<file path="src/rtl/fetch_unit.sv">
// fetch_unit: instruction fetch stage between program_counter and decode.
//   Issues one imem request at a time from pc_in, buffers returned words with their PC in a
//   small registered FIFO, and computes program_counter's next PC (redirect / PC+4 / hold).
// Latency: a response is visible on inst_* the cycle after it arrives; pc_next is combinational.
// Backpressure: no request is issued while the FIFO is full; inst_ready=0 stalls the fetch
//   stream. imem_req_valid/addr stay stable until imem_req_ready, unless a redirect intervenes.
// Ports:
//   clk, reset                     clock, asynchronous active-high reset
//   pc_in / pc_next                program_counter PC_out / PC_in
//   redirect_valid/_target         branch/jump redirect, flushes the buffer
//   imem_req_valid/_ready/_addr    request channel (one outstanding)
//   imem_rsp_valid/_data           in-order response words
//   inst_valid/_ready/_data/_pc    buffered instruction stream to decode
// Optional feature macro FETCH_MISALIGN_CHECK_EN: adds output inst_fault. A misaligned pc_in
//   produces a single faulting entry instead of a request, and fetch stalls until a redirect.
//   Without it, the request address is forced word-aligned.
module fetch_unit #(
  parameter int              XLEN       = 32,
  parameter logic [XLEN-1:0] RESET_PC   = '0,
  parameter int              FIFO_DEPTH = 2
) (
  input  logic            clk,
  input  logic            reset,
  input  logic [XLEN-1:0] pc_in,
  output logic [XLEN-1:0] pc_next,
  input  logic            redirect_valid,
  input  logic [XLEN-1:0] redirect_target,
  output logic            imem_req_valid,
  input  logic            imem_req_ready,
  output logic [XLEN-1:0] imem_req_addr,
  input  logic            imem_rsp_valid,
  input  logic [31:0]     imem_rsp_data,
  output logic            inst_valid,
  input  logic            inst_ready,
  output logic [31:0]     inst_data,
`ifdef FETCH_MISALIGN_CHECK_EN
  output logic            inst_fault,
`endif
  output logic [XLEN-1:0] inst_pc
);

  localparam int AW = (FIFO_DEPTH > 1) ? $clog2(FIFO_DEPTH) : 1;
  localparam logic [AW:0] DEPTH_C = (AW+1)'(FIFO_DEPTH);

  typedef enum logic [1:0] {
    S_REQ   = 2'd0,
    S_WAIT  = 2'd1,
    S_DRAIN = 2'd2
  } state_t;

  typedef struct packed {
    logic [XLEN-1:0] pc;
    logic [31:0]     data;
    logic            fault;
  } entry_t;

  state_t          state_q, state_d;
  entry_t          mem_q [FIFO_DEPTH];
  entry_t          mem_d [FIFO_DEPTH];
  logic [AW-1:0]   wr_ptr_q, wr_ptr_d;
  logic [AW-1:0]   rd_ptr_q, rd_ptr_d;
  logic [AW:0]     count_q, count_d;
  logic [XLEN-1:0] pc_issue_q, pc_issue_d;

  logic   fifo_full;
  logic   misalign;
  logic   req_fire;
  logic   rsp_push;
  logic   push;
  logic   push_ok;
  logic   pop;
  entry_t new_entry;

`ifdef FETCH_MISALIGN_CHECK_EN
  // Set once the fault entry has been pushed; stops further fetch until a redirect.
  logic fault_hold_q, fault_hold_d;
  logic fault_push;
`endif

  assign fifo_full = (count_q == DEPTH_C);
  assign pop       = inst_ready && (count_q != '0);

`ifdef FETCH_MISALIGN_CHECK_EN
  assign misalign   = (pc_in[1:0] != 2'b00);
  assign fault_push = (state_q == S_REQ) && misalign && !fault_hold_q && !fifo_full
                      && !redirect_valid && !reset;
`else
  assign misalign   = 1'b0;
`endif

  // reset gates the request so nothing leaves the block while held in reset.
  assign imem_req_valid = (state_q == S_REQ) && !fifo_full && !redirect_valid
                          && !misalign && !reset
`ifdef FETCH_MISALIGN_CHECK_EN
                          && !fault_hold_q
`endif
                          ;
  assign req_fire = imem_req_valid && imem_req_ready;

`ifdef FETCH_MISALIGN_CHECK_EN
  assign imem_req_addr = pc_in;
`else
  assign imem_req_addr = {pc_in[XLEN-1:2], 2'b00};
`endif

  // Next-PC select; the adder wraps naturally at 2^XLEN.
  always_comb begin
    pc_next = pc_in;
    if (reset) begin
      pc_next = RESET_PC;
    end else if (redirect_valid) begin
      pc_next = redirect_target;
    end else if (req_fire) begin
      pc_next = pc_in + XLEN'(4);
    end
  end

  // A response is only kept when it belongs to a live request: in S_WAIT and not
  // coinciding with a redirect (which makes it stale).
  assign rsp_push = (state_q == S_WAIT) && imem_rsp_valid && !redirect_valid;

`ifdef FETCH_MISALIGN_CHECK_EN
  assign push = rsp_push || fault_push;
`else
  assign push = rsp_push;
`endif
  // A full FIFO can still accept a push when the head leaves in the same cycle.
  assign push_ok = push && (!fifo_full || pop);

  always_comb begin
    state_d    = state_q;
    count_d    = count_q;
    wr_ptr_d   = wr_ptr_q;
    rd_ptr_d   = rd_ptr_q;
    pc_issue_d = pc_issue_q;
    mem_d      = mem_q;
    new_entry  = '{pc: pc_issue_q, data: imem_rsp_data, fault: 1'b0};
`ifdef FETCH_MISALIGN_CHECK_EN
    fault_hold_d = fault_hold_q;
    if (fault_push) begin
      new_entry    = '{pc: pc_in, data: 32'h0, fault: 1'b1};
      fault_hold_d = 1'b1;
    end
    if (redirect_valid) begin
      fault_hold_d = 1'b0;
    end
`endif

    if (req_fire) begin
      pc_issue_d = pc_in;
    end

    case (state_q)
      S_REQ: begin
        if (req_fire) state_d = S_WAIT;
      end
      S_WAIT: begin
        // Response wins over redirect: the request is complete, so no drain is needed.
        if (imem_rsp_valid)      state_d = S_REQ;
        else if (redirect_valid) state_d = S_DRAIN;
      end
      S_DRAIN: begin
        if (imem_rsp_valid) state_d = S_REQ;
      end
      default: state_d = S_REQ;
    endcase

    if (redirect_valid) begin
      count_d  = '0;
      wr_ptr_d = '0;
      rd_ptr_d = '0;
    end else begin
      if (push_ok) begin
        mem_d[wr_ptr_q] = new_entry;
        wr_ptr_d        = wr_ptr_q + 1'b1;
      end
      if (pop) begin
        rd_ptr_d = rd_ptr_q + 1'b1;
      end
      case ({push_ok, pop})
        2'b10:   count_d = count_q + 1'b1;
        2'b01:   count_d = count_q - 1'b1;
        default: count_d = count_q;
      endcase
    end
  end

  always_ff @(posedge clk or posedge reset) begin
    if (reset) begin
      state_q    <= S_REQ;
      count_q    <= '0;
      wr_ptr_q   <= '0;
      rd_ptr_q   <= '0;
      pc_issue_q <= '0;
      for (int i = 0; i < FIFO_DEPTH; i++) begin
        mem_q[i] <= '0;
      end
`ifdef FETCH_MISALIGN_CHECK_EN
      fault_hold_q <= 1'b0;
`endif
    end else begin
      state_q    <= state_d;
      count_q    <= count_d;
      wr_ptr_q   <= wr_ptr_d;
      rd_ptr_q   <= rd_ptr_d;
      pc_issue_q <= pc_issue_d;
      mem_q      <= mem_d;
`ifdef FETCH_MISALIGN_CHECK_EN
      fault_hold_q <= fault_hold_d;
`endif
    end
  end

  assign inst_valid = (count_q != '0);
  assign inst_data  = mem_q[rd_ptr_q].data;
  assign inst_pc    = mem_q[rd_ptr_q].pc;
`ifdef FETCH_MISALIGN_CHECK_EN
  assign inst_fault = inst_valid && mem_q[rd_ptr_q].fault;
`endif

endmodule
</file>
<file path="config.mk">
export PLATFORM = sky130hd
export DESIGN_NAME = fetch_unit
export DESIGN_NICKNAME = d
export VERILOG_FILES = /design/src/rtl/fetch_unit.sv
export SDC_FILE = /design/constraint.sdc
export NUM_CORES = 1
export LEC_CHECK = 0
export ABC_AREA = 1
export CAP_MARGIN = 15
export CORE_MARGIN = 4
export CORE_UTILIZATION = 44
export DETAILED_ROUTE_END_ITERATION = 10
export PLACE_DENSITY = 0.86
export REMOVE_ABC_BUFFERS = 1
export SLEW_MARGIN = 20
export SYNTH_ARGS = -nofsm -noshare
export SYNTH_HDL_FRONTEND = slang
export SYNTH_SLANG_ARGS = --single-unit
</file>
<file path="constraint.sdc">
create_clock -name clk -period 9.6 [get_ports clk]
set_clock_uncertainty 0.1 [all_clocks]
set_input_delay 1.92 -clock clk [delete_from_list [all_inputs] [get_ports clk]]
set_output_delay 1.92 -clock clk [all_outputs]
set_load 0.01 [all_outputs]
</file>
==> impl_metrics.tcl <==
set metrics [dict create \
    grt_use_total_pct 22.1 \
    hold_path_startpoint "mem_q[61]$_DFFE_PP0P_" \
    grtUsageMet1_pct 27.8 \
    dp_hpwl_um 17100 \
    synth_ff_type "dfrtp_1" \
    synth_fa_ha_area_share_pct 0.144 \
    die_width_um 149 \
    setup-tns-final_ns 0 \
    slew_headroom_pct 29.9 \
    grt_max_degree 117 \
    crit_required_ns 7.58 \
    path_max_fanout 37 \
    postSynthAreaPerCell_um2 8.27 \
    yosysWarnings 0 \
    setup_violations 0 \
    placed_cell_area_mm2 0.0108 \
    clock-root-buffer "clkbuf_16" \
    syn-instance-count 1050 \
    portBuffers 229 \
    cp-end-kind "output pin" \
    synth_xor_area_share_pct 0.605 \
    htreeDepth 4 \
    vias 7831 \
    wire_per_inst_um 16.1 \
    use_met3_pct 6.34 \
    finalHoldViolCount 0 \
    vias_per_cell 5.22 \
    grt_pass1_vias 7706 \
    synthMuxAreaShare_pct 8.29 \
    finish.instance_area_mm2 0.0115 \
    area_growth_pct 32.2 \
    nets 1326 \
    cts.sinks 166 \
    ys_types 33 \
    period_share_pct 74.3 \
    grt_remaining_overflow 0 \
    ys_seq_elements 166 \
    leakagePower_nw 5.23 \
    postLayoutCoreUtil_pct 59.0 \
    max_freq_mhz 140 \
    clk_pin_slew_ns 0.07 \
    power_mw 2.67 \
    cp_data_arrival_time_ns 5.11 \
    rows 51 \
    ys_seq_area_share_pct 47.8 \
    antenna_found_initial 0 \
    setup_slack_ns 2.47 \
    pin_count 232 \
    routabilityCongestion 0.908 \
    slew_violations 0 \
    pre_cts_ws_ns 2.53 \
    antenna_cells 0 \
    cts_resized 0 \
    synth_top_family_by_area "simple AND/OR/NAND/NOR gates" \
    drt-pass1-iter-count 5 \
    p_per_area_mw_per_mm2 232 \
    rsz0062_at_grt "false" \
    drtAntennaViolNets 0 \
    syn-cell-area_mm2 0.00869 \
    design.die.area_mm2 0.0221 \
    drv_cap 0 \
    grt_first_pass_wirelength_um 39100 \
    core_mm2 0.0195 \
    synth_simple_gate_area_share_pct 18.7 \
    drc_errors 0 \
    critPathLaunchType "input pin" \
    synth_edf_count 0 \
    ir_drop_mv 0.108 \
    min_path_type "flop to flop" \
    post_cts_buffers 0 \
    cts_buffer_depth 2 \
    fin_crit_ns 7.13 \
    busiest_layer "met2" \
    synth_compound_area_share_pct 12.8 \
    async_flop_share_pct 100 \
    wirelength_um 24200 \
    critPathKind "input pin to output pin" \
    dieHeight_um 149 \
    start_util_pct 44.6 \
    ctsHoldBuffers 0 \
    critical_path.startpoint "redirect_valid" \
    r2r-start "state_q[1]$_DFFE_PP0P_" \
    use_met2_pct 36.6 \
    whs_ns 0.387 \
    drt_iter0_drc 484 \
    cts_tree "done" \
    numCtsBuffers 17 \
    status "complete, no violations" \
    clock_latency_ns 0.43 \
    instances_no_fill 1501 \
    drive_gt1_share_pct 6.55 \
    dp.cells 1468 \
    worstMarginPinSlew_ns 1.05 \
]
==> critical path, cell delays in order <==
cell and delay [ns]:
clkdlybuf4s50_1 0.76, nor2_2 0.32, inv_2 0.11, nor2_4 0.13, nand2_2 0.36, buf_4 0.41, nor2_4 0.21, nand2_1 0.07
nand2_1 0.07, nand2_1 0.05, a21oi_1 0.13, clkdlybuf4s50_1 0.56
==> kinds of logic (layout without fill, tap and decap cells) <==
group / Yosys count / in the layout
AND/OR/NAND/NOR: 385 / 385
buffers and inverters: 208 / 393
other: 1 / 2
AO/OA/AOI/OAI: 219 / 219
XOR/XNOR: 6 / 6
multiplexers: 64 / 64
flip-flops: 166 / 166
adder cells (fa/ha/maj): 1 / 1
==> state kept, by name, summed over array words and instances, names as in the netlist <==
| name | cells |
|---|---|
| state_q | 2 |
| count_q | 2 |
| wr_ptr_q | 1 |
| mem_q | 128 |
| pc_issue_q | 32 |
| rd_ptr_q | 1 |
==> layout by cell type (no fill, tap or decap), types with 5 or more instances in the layout <==
cell type / netlist / layout
xor2_1: 6 / 6
o21ai_1: 12 / 12
clkbuf_16: 0 / 17
nand3_1: 36 / 36
buf_4: 34 / 7
nand4_1: 14 / 14
nor2_4: 5 / 6
inv_1: 121 / 120
dfrtp_1: 166 / 165
mux2_1: 43 / 43
nor2_1: 57 / 57
a21oi_1: 21 / 21
inv_6: 0 / 5
o21ai_0: 176 / 176
clkdlybuf4s50_1: 0 / 229
nand2_1: 259 / 259
mux2_2: 21 / 21
==> layer usage <==
layer,part of all wire [%],wire length (um)
met1,42,10100
met2,48,11700
met3,7.3,1770
met4,2.7,662
met5,0,0
==> report_power, final <==
part,total [mW],switching [mW],internal (mW)
logic,0.928,0.469,0.459
registers,1.02,0.0999,0.920
clock network,0.722,0.297,0.424
total,2.67,0.866,1.80
==> worst paths after layout <==
kind	to	slack, ns	cells past startpoint
setup reg to reg	mem_q[124]$_DFFE_PP0P_	6.96	8
max in group asynchronous	rd_ptr_q$_DFFE_PP0P_	6.03	3
setup / recovery	pc_next[23]	2.47	12
hold / removal	mem_q[61]$_DFFE_PP0P_	0.39	1
hold reg to reg	mem_q[61]$_DFFE_PP0P_	0.39	1
min in group asynchronous	pc_issue_q[5]$_DFFE_PP0P_	1.96	2
==> cell type report <==
| type | instances | area (um^2) |
|---|---|---|
| Timing Repair Buffer | 237 | 2360 |
| Inverter | 124 | 470 |
| Clock buffer | 18 | 439 |
| Fill cell | 1646 | 7970 |
| Sequential cell | 166 | 4160 |
| Multi-Input combinational cell | 677 | 3540 |
| Clock inverter | 14 | 186 |
| Tap cell | 265 | 332 |
==> Yosys cell counts (2+ instances only) <==
master / number / area (um^2)
nand2_1: 259 / 972
o21ai_0: 176 / 881
mux2_1: 43 / 484
nand4_1: 14 / 87.6
clkbuf_1: 21 / 78.8
o31ai_1: 2 / 15.0
nor2_4: 5 / 56.3
o21a_1: 3 / 22.5
buf_4: 34 / 255
mux2_2: 21 / 236
nand2_2: 4 / 25.0
nor3_1: 2 / 10.0
inv_2: 2 / 7.51
buf_1: 2 / 7.51
o21ai_1: 12 / 60.1
xor2_1: 6 / 52.6
nor2_1: 57 / 214
a21oi_1: 21 / 105
dfrtp_1: 166 / 4150
a31oi_1: 4 / 25.0
nor2_2: 4 / 25.0
nand3_1: 36 / 180
inv_1: 121 / 454
buf_2: 17 / 85.1
buf_6: 10 / 113
Note: power is estimated with default switching activity, not from simulation.
